<file path="src/rtl/video_pkg.sv">
// video_pkg: phase numbering and default SRAM bases for the video memory sequencer
package video_pkg;
  localparam logic [2:0] PH_RAM_STB  = 3'd0;
  localparam logic [2:0] PH_RAM_ADDR = 3'd1;
  localparam logic [2:0] PH_RAM_DATA = 3'd2;
  localparam logic [2:0] PH_GUARD    = 3'd3;
  localparam logic [2:0] PH_ROM_STB  = 3'd4;
  localparam logic [2:0] PH_ROM_ADDR = 3'd5;
  localparam logic [2:0] PH_CPU_ADDR = 3'd6;
  localparam logic [2:0] PH_CPU_DONE = 3'd7;
  localparam logic [16:0] VRAM_BASE_DEF  = 17'h08000;
  localparam logic [16:0] CHROM_BASE_DEF = 17'h10000;
endpackage

</file>
<file path="src/rtl/video_addr_map.sv">
// video_addr_map: maps a 12-bit video address onto the 2KB-aligned VRAM or character ROM window
module video_addr_map import video_pkg::*; #(
  parameter int ADDR_WIDTH = 17,
  parameter logic [ADDR_WIDTH-1:0] VRAM_BASE = ADDR_WIDTH'(VRAM_BASE_DEF),
  parameter logic [ADDR_WIDTH-1:0] CHROM_BASE = ADDR_WIDTH'(CHROM_BASE_DEF)
) (
  input  logic [11:0]           addr,
  output logic [ADDR_WIDTH-1:0] mapped
);
  always_comb mapped = (addr[11] ? CHROM_BASE : VRAM_BASE) | ADDR_WIDTH'(addr[10:0]);
endmodule

</file>
<file path="src/rtl/video_mem_seq.sv">
// video_mem_seq: time-slices one SRAM between video fetches and CPU accesses per 8-pixel character slot
module video_mem_seq import video_pkg::*; #(
  parameter int ADDR_WIDTH = 17,
  parameter logic [ADDR_WIDTH-1:0] VRAM_BASE = ADDR_WIDTH'(VRAM_BASE_DEF),
  parameter logic [ADDR_WIDTH-1:0] CHROM_BASE = ADDR_WIDTH'(CHROM_BASE_DEF)
) (
  input  logic                  pixel_clk,
  input  logic                  reset,
  input  logic                  char_sync,
  input  logic [11:0]           video_addr,
  output logic [7:0]            video_data,
  output logic                  video_ram_strobe,
  output logic                  video_rom_strobe,
  input  logic                  cpu_req,
  input  logic                  cpu_we,
  input  logic [ADDR_WIDTH-1:0] cpu_addr,
  input  logic [7:0]            cpu_wdata,
  output logic [7:0]            cpu_rdata,
  output logic                  cpu_ack,
  output logic [ADDR_WIDTH-1:0] mem_addr,
  output logic                  mem_oe_n,
  output logic                  mem_we_n,
  output logic [7:0]            mem_wdata,
  output logic                  mem_wdata_oe,
  input  logic [7:0]            mem_rdata,
  output logic                  resync_err
);
  logic [2:0] phase, nph;
  logic locked, lk, cpu_act, cpu_wr;
  logic [ADDR_WIDTH-1:0] vaddr;
  video_addr_map #(.ADDR_WIDTH(ADDR_WIDTH), .VRAM_BASE(VRAM_BASE), .CHROM_BASE(CHROM_BASE)) u_map (
    .addr(video_addr),
    .mapped(vaddr)
  );
  // Outputs are registered, so each is computed from the phase the next cycle will be in.
  always_comb begin
    nph = char_sync ? PH_RAM_STB : phase + 3'd1;
    lk = locked | char_sync;
  end
  always_ff @(posedge pixel_clk) begin
    if (!reset) begin
      phase <= PH_RAM_STB;
      locked <= 1'b0;
      cpu_act <= 1'b0;
      cpu_wr <= 1'b0;
      video_data <= '0;
      video_ram_strobe <= 1'b0;
      video_rom_strobe <= 1'b0;
      cpu_rdata <= '0;
      cpu_ack <= 1'b0;
      mem_addr <= '0;
      mem_oe_n <= 1'b1;
      mem_we_n <= 1'b1;
      mem_wdata <= '0;
      mem_wdata_oe <= 1'b0;
      resync_err <= 1'b0;
    end else begin
      phase <= nph;
      locked <= lk;
      if (locked && char_sync && phase != PH_CPU_DONE) resync_err <= 1'b1;
      video_ram_strobe <= lk && (nph == PH_RAM_STB || nph == PH_RAM_ADDR);
      video_rom_strobe <= lk && (nph == PH_ROM_STB || nph == PH_ROM_ADDR);
      mem_addr <= '0;
      mem_oe_n <= 1'b1;
      mem_we_n <= 1'b1;
      mem_wdata <= '0;
      mem_wdata_oe <= 1'b0;
      cpu_ack <= 1'b0;
      if (lk && (nph == PH_RAM_ADDR || nph == PH_ROM_ADDR)) begin
        mem_addr <= vaddr;
        mem_oe_n <= 1'b0;
      end
      if (lk && (nph == PH_RAM_DATA || nph == PH_CPU_ADDR)) video_data <= mem_rdata;
      if (lk && nph == PH_CPU_ADDR) begin
        cpu_act <= cpu_req;
        cpu_wr <= cpu_we;
        if (cpu_req) begin
          mem_addr <= cpu_addr;
          mem_oe_n <= cpu_we;
          mem_wdata <= cpu_we ? cpu_wdata : 8'h00;
          mem_wdata_oe <= cpu_we;
        end
      end
      // A resync leaves nph at 0, so an in-flight access never reaches its ack.
      if (lk && nph == PH_CPU_DONE && cpu_act) begin
        cpu_ack <= 1'b1;
        if (cpu_wr) begin
          mem_addr <= mem_addr;
          mem_wdata <= mem_wdata;
          mem_wdata_oe <= 1'b1;
          mem_we_n <= 1'b0;
        end else cpu_rdata <= mem_rdata;
      end
    end
  end
endmodule
</file>
<file path="config.mk">
export PLATFORM = sky130hd
export DESIGN_NAME = video_mem_seq
export DESIGN_NICKNAME = d
export VERILOG_FILES = /design/src/rtl/video_pkg.sv /design/src/rtl/video_addr_map.sv /design/src/rtl/video_mem_seq.sv
export SDC_FILE = /design/constraint.sdc
export NUM_CORES = 1
export LEC_CHECK = 0
export BUFFER_PORTS_ARGS = -buffer_cell sky130_fd_sc_hd__buf_2
export CORE_ASPECT_RATIO = 0.9
export CORE_MARGIN = 3
export CORE_UTILIZATION = 42
export CTS_CLUSTER_SIZE = 30
export DETAILED_ROUTE_END_ITERATION = 8
export PLACE_DENSITY = 0.77
export SYNTH_ARGS = -nofsm -noshare
export SYNTH_HDL_FRONTEND = slang
export SYNTH_SLANG_ARGS = --single-unit
export TNS_END_PERCENT = 100
</file>
<file path="constraint.sdc">
create_clock -name pixel_clk -period 1.8 [get_ports pixel_clk]
set_clock_uncertainty 0.1 [all_clocks]
set_input_delay 0.09 -clock pixel_clk [delete_from_list [all_inputs] [get_ports pixel_clk]]
set_output_delay 0.09 -clock pixel_clk [all_outputs]
set_load 0.05 [all_outputs]
</file>
==> results of run 1 <==
routing by layer:
layer	wire, um	global-route usage	share of wire
met1	2850	0.263	0.40
met2	3400	0.391	0.48
met3	620	0.0649	0.088
met4	171	0.0835	0.024
met5	0	0	0
power breakdown:
group	internal (mW)	switching (mW)	total, mW	leakage, nW
logic	0.147	0.143	0.290	0.914
registers	1.21	0.00899	1.22	0.437
clock network	0.310	0.388	0.698	0.0472
cells by family (layout without fill, tap and decap cells):
family                     Yosys count  count (layout)  synth area share
and+or+nand+nor                     84              84             0.205
AOI/OAI and AO/OA                   79              79             0.221
DFF                                 54              54             0.481
buffers and inverters               29             174            0.0813
adders and majority gates            2               2            0.0111
stage by stage:
step	cells	util	power (mW)	setup TNS, ns
after detailed placement	403	0.560	1.45	0
after CTS	458	0.673	2.20	0
after global routing	458	0.676	2.28	-0.295
after floorplan	248	-	1.36	0
after global placement	403	0.560	1.44	0
final	458	0.676	2.21	0
registers in the layout, indices dropped and copies added, names as in the netlist, 3 cells and up:
register / flops
phase: 3
video_data: 8
mem_wdata: 8
cpu_rdata: 8
mem_addr: 17
critical path: stages (launching register included):
cell      delay [ns]
dfxtp_2         0.33
ha_2            0.36
and4bb_1        0.23
buf_4           0.18
nand2_2         0.15
a221oi_1        0.29
timing repair:
| action | in CTS | in global routing |
|---|---|---|
| resized for setup | 1 | 3 |
| pin swaps | 0 | 1 |
| endpoints found under the hold margin | 45 | 0 |
| gates cloned | 0 | 0 |
| endpoints found under the setup margin | 1 | 11 |
| hold buffers | 47 | 0 |
cells in the mapped netlist, drive strengths merged:
cell / instances
a221oi: 8
dfxtp: 54
buf: 16
o32ai: 1
nand3: 33
o31ai: 8
nand2: 22
nor4: 1
inv: 4
nand4bb: 1
nand2b: 2
nor3: 3
clkbuf: 9
nor4b: 1
a31oi: 3
or3: 1
a32oi: 11
nor2: 6
nand4b: 1
and4b: 1
ha: 2
o21a: 1
o21ai: 12
a21oi: 35
and3: 1
nand4: 8
and4bb: 1
and2: 2
path summary, 6_finish.rpt:
check / startpoint / end / slack (ns) / cells past startpoint
min: cpu_we / cpu_wr$_SDFFE_PN0P_ / 0.06 / 4
min reg2reg: video_data[0]$_SDFFE_PN0P_ / video_data[0]$_SDFFE_PN0P_ / 0.36 / 2
max: phase[0]$_SDFF_PN0_ / mem_wdata[6]$_SDFFE_PN0P_ / 0.06 / 5
max reg2reg: phase[0]$_SDFF_PN0_ / mem_wdata[6]$_SDFFE_PN0P_ / 0.06 / 5
cell type report:
class	instances	area (um^2)
repair buffers	162	1100
well taps	65	81.3
inverters	4	15.0
flip-flops and latches	54	1080
fillers	396	1620
clock inverters	2	12.5
multi-input cells	165	1010
clock buffers	6	82.6
==> results.md, run 1 <==
* Share of cells above drive strength 1 at 0.336
* DP Wirelength at 4360 um
* Hold Crit Class: in2reg
* CTS Sinks at between 50 and 60
* Synth area leader: dfxtp_1
* Cell count after synthesis at 248
* Die X at 83.1 um
* Syn Area/Cell at 9.06 um^2
* Worst setup SP type: register
* Die outline height at 75.4 um
* Worst hold slack at 0.0583 ns
* Critical Path RT at approximately 1.9 ns
* Port bufs at slightly below 100
* Setup slack after layout at 0.0612 ns
* Routed Antenna Nets at 0
* CTS tree: built
* Max transition margin at 0.658
* PwrDens at between 600 and 700 nW/um^2
* Maximum clock rate at 0.575 GHz
* Dpl cell area at between 2000 and 3000 um^2
* Worst slew pin tran at about 0.5 ns
* DR iter-0 viols at 117
* CP endpoint kind: register
* Tmin final at 1.74 ns
* Most frequent cells in the layout: buf_2 (97), dfxtp_1 (53), dlygate4sd3_1 (47), a21oi_1 (35), nand3_1 (32)
* Vias/cell at about 5.5
* Clock Path Buffers at 2
* Routed vias at ~2.5k
* Setup-failing EPs final at 0
* Outcome: finished clean
* GP Congestion at 0.812
* Cell Rows at 24
* Fin. Hold Viols at 0
* CTS buffer count at 5
* Area growth syn-to-layout at 51.0%
* Synth top area cells: dfxtp_1 (48%), a21oi_1 (7.8%), nand3_1 (7.1%), a32oi_1 (4.3%), nand2_1 (3.5%)
* Commonest non-fill, non-tap cell in the layout: buf_2
* H-tree Lvls at 2
* Root buffer cell: clkbuf_8
* Pins over their slew limit at 0
* Synthesized cell area at between 2000 and 2500 um^2
* Synth warn at 0
* Total GRT Usage at 0.222
* Max Cap Viol at 0
* Grt total ovfl at 0
* Register area share after synthesis at 0.481
* I/O pin count at 98
* Skew-Pair Late Insertion Delay at 0.30 ns
* Die area at between 6000 and 7000 um^2
* Setup Crit Path Kind: reg2reg
* Antenna cells at 0
* Initial antenna violation count at 0
* Clock-pin slew on the worst setup and hold paths at 0.10 ns
* Syn_nets at 300
* Pre-CTS WS at 0.00461 ns
* VDD IR-drop max at between 0.4 and 0.5 mV
* Final WL at 7050 um
* Netlist cell types at 34
* Leak at 1.40 nW
* #FFs+latches synth at 54
* Number of post-CTS setup repair buffers at 0
* Area of the core at 5010 um^2
* WL/cell at 15.4 um
* Pre-antenna DRT Iters at 4
* Worst path arrival time at roughly 1.9 ns
* Crit path max fanout at 10
* Fin crit share at 0.966
* Fin nets at 444
* Initial Util at 0.448
* Design area at 3390 um^2
* Vias in the first global route at roughly 2.4k
* Pin count of the biggest net entering global routing at 20
* Post-route DRC at 0
* Share of the synthesized area in the top cell type at 0.481
* First-pass GRT wire length at 11300 um
* RSZ-0062 raised after global routing: true
Power figures use the tool's default switching activity.
==> run 2: changes to the inputs <==
--- a/config.mk
+++ b/config.mk
@@ -5,6 +5,7 @@
 export SDC_FILE = /design/constraint.sdc
 export NUM_CORES = 1
 export LEC_CHECK = 0
+export ABC_AREA = 1
 export BUFFER_PORTS_ARGS = -buffer_cell sky130_fd_sc_hd__buf_2
 export CORE_ASPECT_RATIO = 0.9
 export CORE_MARGIN = 3
==> results.md, run 2 <==
* Post-route DRC at 0
* Total GRT Usage at 0.224
* Fin. Hold Viols at 0
* Routed Antenna Nets at 0
* Worst slew pin tran at 0.449 ns
* Hold Crit Class: in2reg
* Root buffer cell: clkbuf_8
* Setup TNS at 0 ns
* Tmin final at 1.78 ns
* Area growth syn-to-layout at 57.2%
* Largest family of logic cells by synthesized area: simple AND/OR/NAND/NOR gates
* Most frequent cell after synthesis: nand2_1
* Initial Util at 0.444
* Area of the core at a little under 5000 um^2
* #FFs+latches synth at 54
* CP endpoint kind: register
* Vias in the first global route at 2326
* Netlist cell types at 20
* Max reg flops at 17
* Commonest non-fill, non-tap cell in the layout: buf_2
* Port bufs at 97
* Pre-antenna DRT Iters at 5
* Clock-pin slew on the worst setup and hold paths at 0.09 ns
* FILL cells at 383
* Die X at 82.3 um
* Syn Area/Cell at 7.41 um^2
* Max stage delay on crit path at 0.35 ns
* CTS buffer count at 5
* RSZ-0062 raised after global routing: true
* XOR/XNOR Fraction of Synth Area at 0
* CTS Sinks at 54
* CP top delay family: simple AND/OR/NAND/NOR gates
* Register area share after synthesis at 0.491
* Most frequent cells after synthesis: nand2_1 (68), dfxtp_1 (54), nand3_1 (50)
* Compound-Gate Fraction of Synth Area at 0.0489
* Pins over their slew limit at 0
* Worst path arrival time at 1.93 ns
* Post-Layout Cell Count at 507
* Synth area leader: dfxtp_1
* Largest register by flop count: mem_addr
* Share of cells above drive strength 1 at 0.357
* Critical Path RT at 1.96 ns
* H-tree Lvls at 2
* Share of the synthesized area in the top cell type at 0.491
* Crit path max fanout at 7
* Simple-gate portion of the synthesized area at 0.361
* Max transition margin at 0.700
* WL/cell at approximately 14 um
* Vias/cell at ~5
* EDFF count, synth at 0
* Routed vias at 2543
* Skew-Pair Late Insertion Delay at 0.30 ns
* Antenna cells at 0
* DR iter-0 viols at ~160
* DP Wirelength at between 4000 and 5000 um
* Pin count of the biggest net entering global routing at 18
* Mux cell area share after synthesis at 0
* Syn_nets at 349
* Setup-failing EPs final at 0
* Final WL at 7260 um
* Maximum clock rate at 0.563 GHz
* Crit path cell chain: ha_4 -> ha_4 -> nand3_4 -> nor2_4 -> clkbuf_16 -> nand3_1 -> nand2_1 -> nand2_1 -> inv_1
* GP Congestion at approximately 0.85
* GR peak layer: met2
* Most frequent cells in the layout: buf_2 (98), nand2_1 (67), dfxtp_1 (52), nand3_1 (37), dlygate4sd3_1 (33)
* Synthesized cell area at 2200 um^2
* Initial antenna violation count at 0
* GR Util met1 at 0.285
* Max stage delay cell, worst path: dfxtp_2
* Inst Count DP at 457
* PwrDens at between 600 and 700 nW/um^2
* Hold Startpoint: video_addr[11]
* Ys async rst share at 0
* Worst hold slack at 0.0136 ns
* Crit path buffers/inverters at 2
* Outcome: finished clean
* Synth top area cells: dfxtp_1 (49%), nand2_1 (12%), nand3_1 (11%), inv_1 (5.1%), nand4_1 (4.5%)
* Fin crit share at 0.986
* Leak at between 1.5 and 2 nW
* Setup Crit Path Kind: reg2reg
* Met2 Use GR at 0.378
* Grt total ovfl at 0
* First-pass GRT wire length at approximately 11000 um
* Synth warn at 0
* Cell count after synthesis at 297
* Setup slack, reg-to-reg at 0.02 ns
* Tot Pwr at 2.28 mW
* Top_reg_cell synth: dfxtp_1
* Cell Rows at 24
* I/O pin count at 98
* Max Cap Viol at 0
* RR Startpoint: phase[0]$_SDFF_PN0_
* Post-Synth Adder-Cell Area at 0.0114
* CTS tree: built
* Met3 Usage GRT at 0.0514
* CP Launch Point: phase[0]$_SDFF_PN0_
* Clock Path Buffers at 2
* VDD IR-drop max at 0.489 mV
* Die outline height at between 70 and 80 um
* Die area at 6150 um^2
* Worst setup SP type: register
* Fin nets at approximately 490
[run 2: changes by cell type after synthesis, sizes merged, moves of 3 or more]
cell	change
a32oi	-11
a21oi	-25
nand2	+52
nor2	+22
o31ai	-8
nand3	+18
a31oi	-3
buf	-5
a221oi	-8
inv	+26
clkbuf	-4
nand4	+8
[run 2: final timing paths]
path / to / cells past startpoint
max: mem_wdata[2]$_SDFFE_PN0P_ / 9
max reg2reg: mem_wdata[2]$_SDFFE_PN0P_ / 9
min: mem_addr[16]$_SDFFE_PN0P_ / 5
min reg2reg: cpu_rdata[1]$_SDFFE_PN0P_ / 2
[run 2: worst register-to-register path, stage by stage, from the launching register on]
cell and delay (ns):
dfxtp_2 0.35, ha_4 0.16, ha_4 0.27, nand3_4 0.08, nor2_4 0.31, clkbuf_16 0.22
nand3_1 0.07, nand2_1 0.07, nand2_1 0.05, inv_1 0.05
[run 2: layout make-up]
type	count	area [um^2]	share of cell area
Sequential cell	54	1080	0.313
Clock buffer	5	68.8	0.0199
Tap cell	65	81.3	0.0235
Inverter	31	116	0.0336
Timing Repair Buffer	151	1010	0.292
Clock inverter	3	40.0	0.0116
Multi-Input combinational cell	198	1060	0.306
[run 2: logic make-up after synthesis]
kind of cell,after synthesis
and+or+nand+nor,173
DFF,54
buffers and inverters,47
AOI/OAI and AO/OA,21
adders and majority gates,2
[run 2: power breakdown]
group | switching, mW | internal, mW
combinational | 0.142 | 0.123
sequential | 0.0110 | 1.21
clock | 0.385 | 0.410
[run 2: timing repair]
action / in CTS / in global routing
hold buffers: 33 / 0
endpoints found under the setup margin: 1 / 31
buffers inserted: 0 / 5
endpoints found under the hold margin: 41 / 0
cloned: 0 / 4
gates resized for setup: 1 / 31
pin swaps: 0 / 15
[run 2: metal layers]
| layer | wire length (um) | up-vias |
|---|---|---|
| li1 | - | 1253 |
| met1 | 3160 | 1169 |
| met2 | 3500 | 106 |
| met3 | 497 | 15 |
| met4 | 97 | 0 |
| met5 | 0 | - |
[run 2: stage by stage]
step	util	cell area, um^2	worst slack [ns]
2_1_floorplan	-	2210	0.0232
3_3_place_gp	0.564	2800	0.0708
3_5_place_dp	0.564	2800	0.0159
4_1_cts	0.654	3240	0.0297
5_1_grt	0.699	3460	-0.0724
6_report	0.699	3460	0.0246
